===== src/rtl/param_sync_fifo.sv =====
// Parameterised single-clock FIFO with first-word-fall-through output, level flags and sticky error flags.
// Optional build macro PARAM_SYNC_FIFO_OVERWRITE_EN: a write while full replaces the oldest entry instead of being dropped.
module param_sync_fifo #(
  parameter int unsigned DATA_WIDTH = 8,
  parameter int unsigned DEPTH      = 4,
  parameter int unsigned AF_LEVEL   = DEPTH - 1,
  parameter int unsigned AE_LEVEL   = 1
) (
  input  logic                         clk,
  input  logic                         resetn,
  input  logic                         clr,
  input  logic [DATA_WIDTH-1:0]        din,
  input  logic                         wr,
  input  logic                         rd,
  output logic [DATA_WIDTH-1:0]        dout,
  output logic                         full,
  output logic                         empty,
  output logic                         almost_full,
  output logic                         almost_empty,
  output logic [$clog2(DEPTH+1)-1:0]   count,
  output logic                         overflow,
  output logic                         underflow
);

  localparam int unsigned AW = $clog2(DEPTH);
  localparam int unsigned CW = $clog2(DEPTH + 1);

  logic [DATA_WIDTH-1:0] mem [DEPTH];
  logic [AW-1:0]         wr_ptr;
  logic [AW-1:0]         rd_ptr;

  logic push;
  logic pop;
  logic ovw;
  logic ovf_evt;
  logic unf_evt;

  always_comb begin
    full         = (count == CW'(DEPTH));
    empty        = (count == '0);
    almost_full  = (32'(count) >= AF_LEVEL);
    almost_empty = (32'(count) <= AE_LEVEL);
    dout         = empty ? '0 : mem[rd_ptr];
  end

  always_comb begin
    ovw     = 1'b0;
    push    = 1'b0;
    pop     = 1'b0;
    ovf_evt = 1'b0;
    unf_evt = 1'b0;
    if (!clr) begin
`ifdef PARAM_SYNC_FIFO_OVERWRITE_EN
      ovw     = wr && full && !rd;
`else
      ovw     = 1'b0;
`endif
      // A full-overwrite is a push and pop together, so count holds at DEPTH.
      push    = (wr && (!full || rd)) || ovw;
      pop     = (rd && !empty) || ovw;
      ovf_evt = wr && full && !rd;
      unf_evt = rd && empty;
    end
  end

  always_ff @(posedge clk) begin
    if (push) begin
      mem[wr_ptr] <= din;
    end
  end

  always_ff @(posedge clk or negedge resetn) begin
    if (!resetn) begin
      wr_ptr    <= '0;
      rd_ptr    <= '0;
      count     <= '0;
      overflow  <= 1'b0;
      underflow <= 1'b0;
    end else if (clr) begin
      wr_ptr    <= '0;
      rd_ptr    <= '0;
      count     <= '0;
      overflow  <= 1'b0;
      underflow <= 1'b0;
    end else begin
      if (push) begin
        wr_ptr <= wr_ptr + AW'(1);
      end
      if (pop) begin
        rd_ptr <= rd_ptr + AW'(1);
      end
      if (push && !pop) begin
        count <= count + CW'(1);
      end else if (pop && !push) begin
        count <= count - CW'(1);
      end
      overflow  <= overflow  | ovf_evt;
      underflow <= underflow | unf_evt;
    end
  end

endmodule


===== config.mk =====
export PLATFORM = sky130hd
export DESIGN_NAME = param_sync_fifo
export DESIGN_NICKNAME = d
export VERILOG_FILES = /design/src/rtl/param_sync_fifo.sv
export SDC_FILE = /design/constraint.sdc
export NUM_CORES = 1
export LEC_CHECK = 0
export ABC_AREA = 1
export BUFFER_PORTS_ARGS = -buffer_cell sky130_fd_sc_hd__buf_2
export CAP_MARGIN = 10
export CORE_MARGIN = 1
export CORE_UTILIZATION = 44
export CTS_CLUSTER_DIAMETER = 30
export CTS_CLUSTER_SIZE = 40
export DETAILED_ROUTE_END_ITERATION = 8
export RECOVER_POWER = 50
export SETUP_SLACK_MARGIN = 0.05
export SLEW_MARGIN = 40
export SYNTH_ARGS = -nofsm -noshare
export SYNTH_HDL_FRONTEND = slang
export SYNTH_SLANG_ARGS = --single-unit

===== constraint.sdc =====
create_clock -name clk -period 3.2 [get_ports clk]
set_input_delay 0 -clock clk [delete_from_list [all_inputs] [get_ports clk]]
set_output_delay 0 -clock clk [all_outputs]
set_load 0.03 [all_outputs]

* Yosys cells after proc, flatten, opt, wreduce, memory -nomap -nowiden
Memory sizes are Yosys's and may differ from the RTL's.
Index checks and enable logic that the tools add are counted.
** Operators by class
- Shifts and indexed selects :: 0
- Reductions and logical operators :: 17
- Equality and inequality tests :: 1
- Mux-type cells :: 16
- $mul :: 0
- Bitwise operators :: 2
- Order comparisons :: 2
- Add/sub/neg operators :: 4
- Div/mod/pow operators :: 0
** Operators with widths (number)
- $mux W3 :: 3
- $mux W1 :: 8
- $mux W2 :: 4
- $mux W8 :: 1
- $logic_and A1 B1 Y1 :: 7
- $logic_not A1 Y1 :: 5
- $add A2 B1 Y2 const B :: 2
- $reduce_bool A2 Y1 :: 2
- $add A3 B1 Y3 const B :: 1
- $eq A3 B3 Y1 const B :: 1
- $ge A3 B2 Y1 const B :: 1
- $le A3 B1 Y1 const B :: 1
- $logic_not A3 Y1 :: 1
- $reduce_bool A3 Y1 :: 1
- $sub A3 B1 Y3 const B :: 1
- $or A1 B1 Y1 :: 2
- $logic_or A1 B1 Y1 :: 1
** Word-level totals
- Flip-flop bits (word level) :: 9
- Output and inout port bits :: 17
- RAM bits :: 32
- Memories kept :: 1
- Bits in read-only memories :: 0
- Latch bits :: 0
** Memory list
- mem :: depth 4, bits a word 8, read ports 1, clocked after memory_dff 0, write ports 1, RTL line 28 : logic [DATA_WIDTH-1:0] mem [DEPTH];

* Logic depth before layout (Yosys ltp)
Gate-level depths: netlist of the first run.
- Depth after elaboration :: 10
- Depth in mapped cells :: 9
- Mapped depth without buffers :: 9

* Worst setup path before layout of the first run
No wires, ideal clock.
- Kind :: register to register
- From :: register count[0]
- To :: memory mem[0][0], enable pin
- Setup slack :: 1204 ps
- Library setup time :: 371 ps
- Buffers on the path :: 0
- Period minus slack after synthesis :: 1996 ps
- Cell stages (with the launch flop) :: 6
- Data arrival time :: 1625 ps
- Path through :: dfrtp_1 inv_1 ha_1 nand3_1 nand3_2 nor2_1
** Between the ends
- Cells in the longest elaborated chain, start to end :: 7
** RTL lines
- start, declared :: RTL line 20 : output logic [$clog2(DEPTH+1)-1:0] count,
- start signal, assigned :: RTL line 93 : count <= count + CW'(1);
- start signal, assigned :: RTL line 95 : count <= count - CW'(1);
- $eq A3 B3 Y1 :: RTL line 39 : full = (count == CW'(DEPTH));
- $logic_not A1 Y1 :: RTL line 59 : push = (wr && (!full || rd)) || ovw;
- $logic_or A1 B1 Y1 :: RTL line 59
- $logic_and A1 B1 Y1 :: RTL line 59
- $mux W1 :: RTL line 52 : if (!clr) begin
- $mux W1 :: RTL line 67 : if (push) begin
- $mux W1 (implied by the code) :: RTL line 68 : mem[wr_ptr] <= din;
- end, declared :: RTL line 28
Every way passes these cells.

* Worst setup path after layout of the first run
- From :: register count[0]
- To :: memory mem[1][6], enable pin
The elaborated chain is that of the path after synthesis.

==> results.sh, run 1 <==
export IMPL_post_cts_repair_setup_buffers=0
export IMPL_min_delay_path_class="in2reg"
export IMPL_data_required_time_at_the_worst_endpoint_ns=3.12
export IMPL_insertion_delay_ns=0.29
export IMPL_design_die_area_mm2=0.00456
export IMPL_hold_viol=0
export IMPL_dpl_worst_slack_ns=1.15
export IMPL_worst_ep_arrival_time_ns=1.92
export IMPL_maximum_number_of_pins_on_one_net_before_global_route_repair=19
export IMPL_worstHoldEndpoint="overflow$_DFF_PN0_"
export IMPL_vias=1397
export IMPL_synth_seq_cells=41
export IMPL_regToRegEndpoint="mem[1][6]$_DFFE_PP_"
export IMPL_logic_depth_of_the_worst_register_to_register_path=5
export IMPL_post_dp_hpwl_um=3070
export IMPL_clock_slew_seen_by_the_registers_of_the_worst_setup_and_hold_paths_ns=0.07
export IMPL_main_combinational_cell_family_by_area_after_synthesis="simple AND/OR/NAND/NOR gates"
export IMPL_holdCritStartpoint="wr"
export IMPL_rsz_0062_raised_after_global_routing="no"
export IMPL_first_pass_grt_wire_length_um=6560
export IMPL_power_density_mw_per_mm2=777
export IMPL_number_of_top_level_pins=30
export IMPL_post_route_min_period_ns=2.00
export IMPL_antenna_left=0
export IMPL_mostFrequentLayoutCells="sky130_fd_sc_hd__nor2_1 (42), sky130_fd_sc_hd__edfxtp_1 (32), sky130_fd_sc_hd__o21ai_0 (20)"
export IMPL_tritoncts_num_sinks=41
export IMPL_timing_rr_start="count[0]$_DFFE_PN0P_"
export IMPL_synthesis_nets=198
export IMPL_critPathMaxStageDelay_ns=0.57
export IMPL_worstPathCellList="inv_1 -> ha_1 -> nand3_1 -> nand3_2 -> nor2_1"
export IMPL_layout_cells_sized_above_1_pct=13.7
export IMPL_async_s_r_ff_share_synth_pct=22.0
export IMPL_die_w_um=67.5
export IMPL_clock_root_buffer="sky130_fd_sc_hd__clkbuf_8"
export IMPL_number_of_distinct_library_cell_variants_in_the_gate_level_netlist_after_synthesis=21
export IMPL_ys_dominant_reg_cell="sky130_fd_sc_hd__edfxtp_1"
export IMPL_gp_congestion=0.800
export IMPL_initialDrtViolationCount=134
export IMPL_synth_warning_count=0
export IMPL_final_net_count=240
export IMPL_vias_per_cell=5.19
export IMPL_report_final_setup_viol=0
export IMPL_antenna_found_initial=0
export IMPL_io_buffer_count=29
export IMPL_floorplan_core_area_mm2=0.00406
export IMPL_drt_pass_1_iters=4
export IMPL_status="complete, no violations"
export IMPL_highest_achievable_clock_rate_mhz=500
export IMPL_post_drt_wl_per_cell_um=15.2
export IMPL_fin_worst_skew_ns=0.00830
export IMPL_clock_path_buffers=2
export IMPL_postSynthCellCount=176
export IMPL_globalRouteTotalUtil_pct=20.5
export IMPL_chipHeight_um=67.5
export IMPL_worst_setup_path_type="reg2reg"
export IMPL_power_ir_vdd_worst_mv=0.281
export IMPL_post_synth_cell_area_avg_um2=10.7
export IMPL_first_global_vias=1336
export IMPL_synth_area_mux_share_pct=0
export IMPL_final_common_cell="sky130_fd_sc_hd__nor2_1"
export IMPL_synth_area_mm2=0.00189
export IMPL_start_util_pct=46.5
export IMPL_cp_num_buf_inv=1
export IMPL_global_route_overflow_total=0
export IMPL_worstSetupEndpointType="flop"
export IMPL_hold_depth=3
export IMPL_synth_simple_gate_area_share_pct=16.1
export IMPL_final_slew_viol_count=0
export IMPL_cpLargestDelayFamily="simple AND/OR/NAND/NOR gates"
export IMPL_max_cap_violations=0
export IMPL_setup_slack_ns=1.20
export IMPL_fin_setup_tns_ns=0
export IMPL_edff_count_synth=32
export IMPL_h_tree_depth=2
export IMPL_drt_total_wl_um=4090
export IMPL_static_leakage_power_nw=0.901
export IMPL_cts_made_buffers=5
export IMPL_synth_compound_area_share_pct=10.4
export IMPL_area_growth_syn_to_layout_pct=17.9
export IMPL_antennaDiodeCount=0
export IMPL_synthAdderAreaFrac_pct=5.96
export IMPL_row_count=23
export IMPL_min_period_over_period_pct=62.5
export IMPL_ys_seq_area_share_pct=62.8
export IMPL_drt_drc_violations_left=0
export IMPL_startpoint_type="flop"
export IMPL_max_slew_worst_pin_slew_ns=0.681
export IMPL_tritoncts="done"
export IMPL_regToRegSetupSlack_ns=1.20
export IMPL_worst_slew_margin_rel_pct=54.5
export IMPL_critPathMaxFanout=8
export IMPL_timing_critical_path_slowest_stage_cell="sky130_fd_sc_hd__nor2_1"
export IMPL_synth_xor_area_share_pct=0
how the worst max path moves through the flow:
stage / slack [ns] / startpoint / to / depth (start not counted)
2_1_floorplan: 1.20 / count[0]$_DFFE_PN0P_ / mem[0][0]$_DFFE_PP_ / 5
3_3_place_gp: 1.26 / count[0]$_DFFE_PN0P_ / mem[1][4]$_DFFE_PP_ / 5
3_5_place_dp: 1.15 / count[0]$_DFFE_PN0P_ / mem[1][0]$_DFFE_PP_ / 5
4_1_cts: 1.14 / count[0]$_DFFE_PN0P_ / mem[1][2]$_DFFE_PP_ / 5
5_1_grt: 1.05 / count[0]$_DFFE_PN0P_ / mem[1][2]$_DFFE_PP_ / 5
6_report: 1.20 / count[0]$_DFFE_PN0P_ / mem[1][6]$_DFFE_PP_ / 5
state kept, by name, summed over array words and instances (netlist names):
register / cells
wr_ptr: 2
underflow: 1
overflow: 1
count: 3
mem: 32
rd_ptr: 2
synthesized netlist by cell type (2+ instances only):
library cell	count	area, um2
sky130_fd_sc_hd__nor2_1	42	158
sky130_fd_sc_hd__edfxtp_1	32	961
sky130_fd_sc_hd__o21ai_0	20	100
sky130_fd_sc_hd__a21oi_1	13	65.1
sky130_fd_sc_hd__inv_1	12	45.0
sky130_fd_sc_hd__nand2_1	10	37.5
sky130_fd_sc_hd__dfrtp_1	9	225
sky130_fd_sc_hd__ha_1	9	113
sky130_fd_sc_hd__nand3_1	7	35.0
sky130_fd_sc_hd__inv_2	4	15.0
sky130_fd_sc_hd__nand2_4	4	45.0
sky130_fd_sc_hd__buf_2	2	10.0
sky130_fd_sc_hd__buf_4	2	15.0
sky130_fd_sc_hd__nand2_2	2	12.5
sky130_fd_sc_hd__o21ai_1	2	10.0
final cells by class:
class / count / area [um2]
fillers: 380 / 1830
well taps: 50 / 62.6
multi-input cells: 114 / 606
repair buffers: 39 / 226
clock buffers: 7 / 76.3
inverters: 17 / 63.8
clock inverters: 1 / 5.00
flip-flops and latches: 41 / 1190
per-layer routing:
metal | routed length (um) | vias to the layer above | track usage, % | share of wire (%)
met1 | 1930 | 672 | 29.7 | 47
met4 | 19 | 0 | 6.12 | 0.46
met3 | 169 | 2 | 5.07 | 4.1
met5 | 0 | - | 0 | 0
met2 | 1970 | 42 | 30.2 | 48
li1 | - | 681 | - | -
kinds of logic (layout without fill, tap and decap cells):
group,Yosys count,after routing
and+or+nand+nor,67,67
DFF,41,41
AOI/OAI and AO/OA,38,38
buffers and inverters,21,64
adders and majority gates,9,9
repair_timing:
item / in CTS / in global routing
endpoints found under the hold margin: 43 / 0
setup endpoints to repair: 0 / 0
hold buffers: 10 / 0
resized for setup: 0 / 0
per-stage QoR:
stage | power, W | cell area, um2 | hold WS [ns] | cells | util (%)
floorplan | 0.00123 | 1890 | -0.296 | 176 | -
global placement | 0.00142 | 2070 | -0.135 | 251 | 51.0
detailed placement | 0.00144 | 2070 | -0.132 | 251 | 51.0
CTS | 0.00176 | 2250 | 0.0262 | 269 | 55.5
global route | 0.00185 | 2230 | 0.0479 | 269 | 54.9
finish | 0.00173 | 2230 | 0.0312 | 269 | 54.9
where the power goes:
part / total (W) / internal (W) / switching, W
sequential: 0.000679 / 0.000621 / 0.0000575
combinational: 0.000734 / 0.000204 / 0.000530
clock: 0.000316 / 0.000153 / 0.000163
total: 0.00173 / 0.000978 / 0.000750
worst register-to-register path: stages (launching register included):
cell and delay, ns:
sky130_fd_sc_hd__dfrtp_1 0.40, sky130_fd_sc_hd__inv_1 0.13, sky130_fd_sc_hd__ha_1 0.25, sky130_fd_sc_hd__nand3_1 0.13, sky130_fd_sc_hd__nand3_2 0.16, sky130_fd_sc_hd__nor2_1 0.57
Power figures use the tool's default switching activity.
==> inputs of run 2 (changes only) <==
--- a/config.mk
+++ b/config.mk
@@ -5,7 +5,7 @@
 export SDC_FILE = /design/constraint.sdc
 export NUM_CORES = 1
 export LEC_CHECK = 0
-export ABC_AREA = 1
+export ABC_AREA = 0
 export BUFFER_PORTS_ARGS = -buffer_cell sky130_fd_sc_hd__buf_2
 export CAP_MARGIN = 10
 export CORE_MARGIN = 1
@@ -13,6 +13,7 @@
 export CTS_CLUSTER_DIAMETER = 30
 export CTS_CLUSTER_SIZE = 40
 export DETAILED_ROUTE_END_ITERATION = 8
+export PLACE_DENSITY = 0.67
 export RECOVER_POWER = 50
 export SETUP_SLACK_MARGIN = 0.05
 export SLEW_MARGIN = 40
==> constraint.sdc (replaced) <==
create_clock -name clk -period 1.7 [get_ports clk]
set_input_delay 0 -clock clk [delete_from_list [all_inputs] [get_ports clk]]
set_output_delay 0 -clock clk [all_outputs]
set_load 0.03 [all_outputs]
==> run 2 against run 1 <==
Final area increased by 7.6%. Power increased by 140%. Setup slack got worse by 1.1 ns. Via count decreased by 19%.
==> results.sh, run 2 <==
export IMPL_status="complete, no violations"
export IMPL_yosysTopAreaCell="sky130_fd_sc_hd__edfxtp_1"
export IMPL_switching_share_pct=38.5
export IMPL_layout_cells_sized_above_1_pct=34.9
export IMPL_timing_critical_path_slowest_stage_cell="sky130_fd_sc_hd__mux4_2"
export IMPL_min_delay_path_class="in2reg"
export IMPL_timing_rr_start="count[1]$_DFFE_PN0P_"
export IMPL_gr_usage_met2_pct=29.3
export IMPL_row_count=23
export IMPL_global_routing_met1_resource_utilization_pct=20.3
export IMPL_drt_drc_violations_left=0
export IMPL_area_sequential_mm2=0.00119
export IMPL_design_die_area_mm2=0.00455
export IMPL_clock_path_buffers=2
export IMPL_p_seq_share_pct=31.6
export IMPL_static_leakage_power_nw=0.904
export IMPL_max_reg_flops=32
export IMPL_worstPathCellList="buf_6 -> mux4_2 -> nor2b_1 -> buf_4"
export IMPL_cp_num_buf_inv=2
export IMPL_grt_busiest_layer="met2"
export IMPL_post_route_min_period_ns=1.61
export IMPL_rsz_0062_raised_after_global_routing="yes"
export IMPL_final_slew_viol_count=0
export IMPL_cellInternalPower_w=0.00254
export IMPL_io_buffer_count=29
export IMPL_synth_most_common_cell="sky130_fd_sc_hd__edfxtp_1"
export IMPL_antenna_found_initial=0
export IMPL_vias=1127
export IMPL_h_tree_depth=2
export IMPL_n_fill_cell=324
export IMPL_setup_slack_ns=0.0863
export IMPL_synth_area_top_cells="sky130_fd_sc_hd__edfxtp_1 (51%), sky130_fd_sc_hd__dfrtp_1 (12%), sky130_fd_sc_hd__mux4_2 (9.6%)"
export IMPL_postSynthCellCount=123
export IMPL_antenna_left=0
export IMPL_post_drt_wl_per_cell_um=15.1
export IMPL_share_comb_of_total_power_pct=50.2
export IMPL_synth_warning_count=0
export IMPL_globalRouteTotalUtil_pct=17.3
export IMPL_first_global_vias=1146
export IMPL_max_cap_violations=0
export IMPL_logic_depth_of_the_worst_register_to_register_path=6
export IMPL_number_of_distinct_library_cell_variants_in_the_gate_level_netlist_after_synthesis=28
export IMPL_regToRegSetupSlack_ns=0.12
export IMPL_global_route_overflow_total=0
export IMPL_worst_slew_margin_rel_pct=64.1
export IMPL_tritoncts_num_sinks=41
export IMPL_fin_total_pwr_w=0.00413
export IMPL_highest_achievable_clock_rate_mhz=620
export IMPL_area_growth_syn_to_layout_pct=27.2
export IMPL_clock_root_buffer="sky130_fd_sc_hd__clkbuf_8"
export IMPL_fin_setup_tns_ns=0
export IMPL_edff_count_synth=32
export IMPL_regToRegEndpoint="count[1]$_DFFE_PN0P_"
export IMPL_insertion_delay_ns=0.29
export IMPL_final_common_cell="sky130_fd_sc_hd__edfxtp_1"
export IMPL_clock_slew_seen_by_the_registers_of_the_worst_setup_and_hold_paths_ns=0.07
export IMPL_holdCritStartpoint="rd"
export IMPL_worstHoldEndpoint="underflow$_DFF_PN0_"
export IMPL_start_util_pct=46.4
export IMPL_max_slew_worst_pin_slew_ns=0.538
export IMPL_post_layout_nonfiller_instances=222
export IMPL_post_dp_hpwl_um=2360
export IMPL_async_s_r_ff_share_synth_pct=22.0
export IMPL_reg_top3="mem (32), count (3)"
export IMPL_ys_dominant_reg_cell="sky130_fd_sc_hd__edfxtp_1"
export IMPL_post_synth_cell_area_avg_um2=15.3
export IMPL_die_w_um=67.4
export IMPL_chipHeight_um=67.4
export IMPL_net_switching_power_w=0.00159
export IMPL_worst_ep_arrival_time_ns=1.61
export IMPL_first_pass_grt_wire_length_um=5390
export IMPL_mostFrequentLayoutCells="sky130_fd_sc_hd__edfxtp_1 (32), sky130_fd_sc_hd__clkbuf_1 (15), sky130_fd_sc_hd__nor2_1 (11), sky130_fd_sc_hd__buf_4 (11), sky130_fd_sc_hd__dlygate4sd3_1 (10)"
export IMPL_maximum_number_of_pins_on_one_net_before_global_route_repair=14
export IMPL_floorplan_core_area_mm2=0.00406
export IMPL_tritoncts="done"
export IMPL_multi_input_comb_area_um2=681
export IMPL_final_net_count=193
export IMPL_cts_made_buffers=5
export IMPL_hold_slack_ns=0.0897
export IMPL_critPathMaxFanout=4
export IMPL_data_required_time_at_the_worst_endpoint_ns=1.70
export IMPL_met3_track_demand_over_resource_pct=5.07
export IMPL_worst_setup_path_type="reg2out"
export IMPL_min_period_over_period_pct=94.9
export IMPL_synth_top_cell_area_share_pct=51.0
export IMPL_vias_per_cell=5.08
export IMPL_gp_congestion=0.790
export IMPL_synth_top_cells_by_count="sky130_fd_sc_hd__edfxtp_1 (32), sky130_fd_sc_hd__nor2_1 (12), sky130_fd_sc_hd__dfrtp_1 (9), sky130_fd_sc_hd__ha_1 (9), sky130_fd_sc_hd__nor2b_1 (9)"
export IMPL_synthesis_nets=145
export IMPL_hold_depth=3
export IMPL_ys_seq_area_share_pct=63.0
export IMPL_synth_area_mm2=0.00188
export IMPL_power_clock_fraction_pct=18.2
export IMPL_report_final_setup_viol=0
export IMPL_power_ir_vdd_worst_mv=1.05
export IMPL_dpl_worst_slack_ns=0.0481
export IMPL_synth_seq_cells=41
export IMPL_number_of_top_level_pins=30
export IMPL_hold_viol=0
export IMPL_critPathMaxStageDelay_ns=0.50
export IMPL_startpoint_type="flop"
export IMPL_registers_top_by_ff_count="mem"
export IMPL_antennaDiodeCount=0
export IMPL_power_density_mw_per_mm2=1730
export IMPL_worstSetupEndpointType="output port"
export IMPL_fin_worst_skew_ns=0.00769
export IMPL_dpl_cell_count=200
export IMPL_drt_pass_1_iters=4
export IMPL_initialDrtViolationCount=34
export IMPL_drt_total_wl_um=3360
export IMPL_cpLargestDelayFamily="multiplexers"
run 2: cell count changes after synthesis, sizes merged, moves of 9 or more:
cell and change:
nor2b +11, o21ai -18, nand2 -14, inv -10
a21oi -9, nor2 -30
run 2: worst max path at each step:
stage | start | to | slack [ns] | cells after the start
2_1_floorplan | count[2]$_DFFE_PN0P_ | count[2]$_DFFE_PN0P_ | 0.06 | 6
3_3_place_gp | count[0]$_DFFE_PN0P_ | mem[0][6]$_DFFE_PP_ | 0.13 | 6
3_5_place_dp | count[1]$_DFFE_PN0P_ | mem[0][0]$_DFFE_PP_ | 0.05 | 6
4_1_cts | count[1]$_DFFE_PN0P_ | mem[0][5]$_DFFE_PP_ | 0.03 | 6
5_1_grt | count[1]$_DFFE_PN0P_ | count[1]$_DFFE_PN0P_ | 0.03 | 6
6_report | rd_ptr[0]$_DFFE_PN0P_ | dout[2] | 0.09 | 4
run 2: logic make-up (layout without fill, tap and decap cells):
group                      after synthesis  in the layout  share of synthesized area [%]
DFF                                     41             41                           63.0
and+or+nand+nor                         33             33                           9.90
AOI/OAI and AO/OA                       13             13                           5.45
buffers and inverters                   12             61                           2.66
adders and majority gates               10             10                           6.58
muxes                                    9              9                           10.1
xor gates and xnor gates                 5              5                           2.33
run 2: metal layers:
layer  part of all wire (%)  wire length [um]  vias up
met5                      0                 0        -
met4                    1.4                46        0
met3                    4.3               145        6
met2                     51              1700       27
met1                     44              1470      552
li1                       -                 -      542
run 2: final cells by class:
class / count / share of cell area (%)
Clock buffer: 6 / 3.03
Multi-Input combinational cell: 70 / 28.4
Tap cell: 50 / 2.61
Sequential cell: 41 / 49.7
Timing Repair Buffer: 47 / 13.6
Inverter: 6 / 1.15
Clock inverter: 2 / 1.46
run 2: metrics by stage:
step	area [um2]	utilization [%]
CTS	2330	57.5
floorplan	1900	-
finish	2400	59.1
global placement	2110	52.1
detailed placement	2110	52.1
global route	2400	59.1
run 2: power by group through the flow:
stage | Combinational [W] | Sequential, W | Clock, W
2_1_floorplan | 0.00131 | 0.00135 | 0
3_3_place_gp | 0.00181 | 0.00131 | 0
3_5_place_dp | 0.00184 | 0.00132 | 0
4_1_cts | 0.00190 | 0.00129 | 0.000767
5_1_grt | 0.00224 | 0.00132 | 0.000804
6_report | 0.00208 | 0.00131 | 0.000752
run 2: repair_timing:
item	4_1_cts	5_1_grt
endpoints found under the hold margin	43	0
pin swaps	0	3
setup endpoints to repair	24	44
buffers inserted	1	3
resized for setup	2	30
hold buffers	10	0
run 2: worst min-delay path, cell delays in order:
cell and delay, ns:
sky130_fd_sc_hd__buf_2 0.15, sky130_fd_sc_hd__a21oi_1 0.14, sky130_fd_sc_hd__nor2_1 0.05
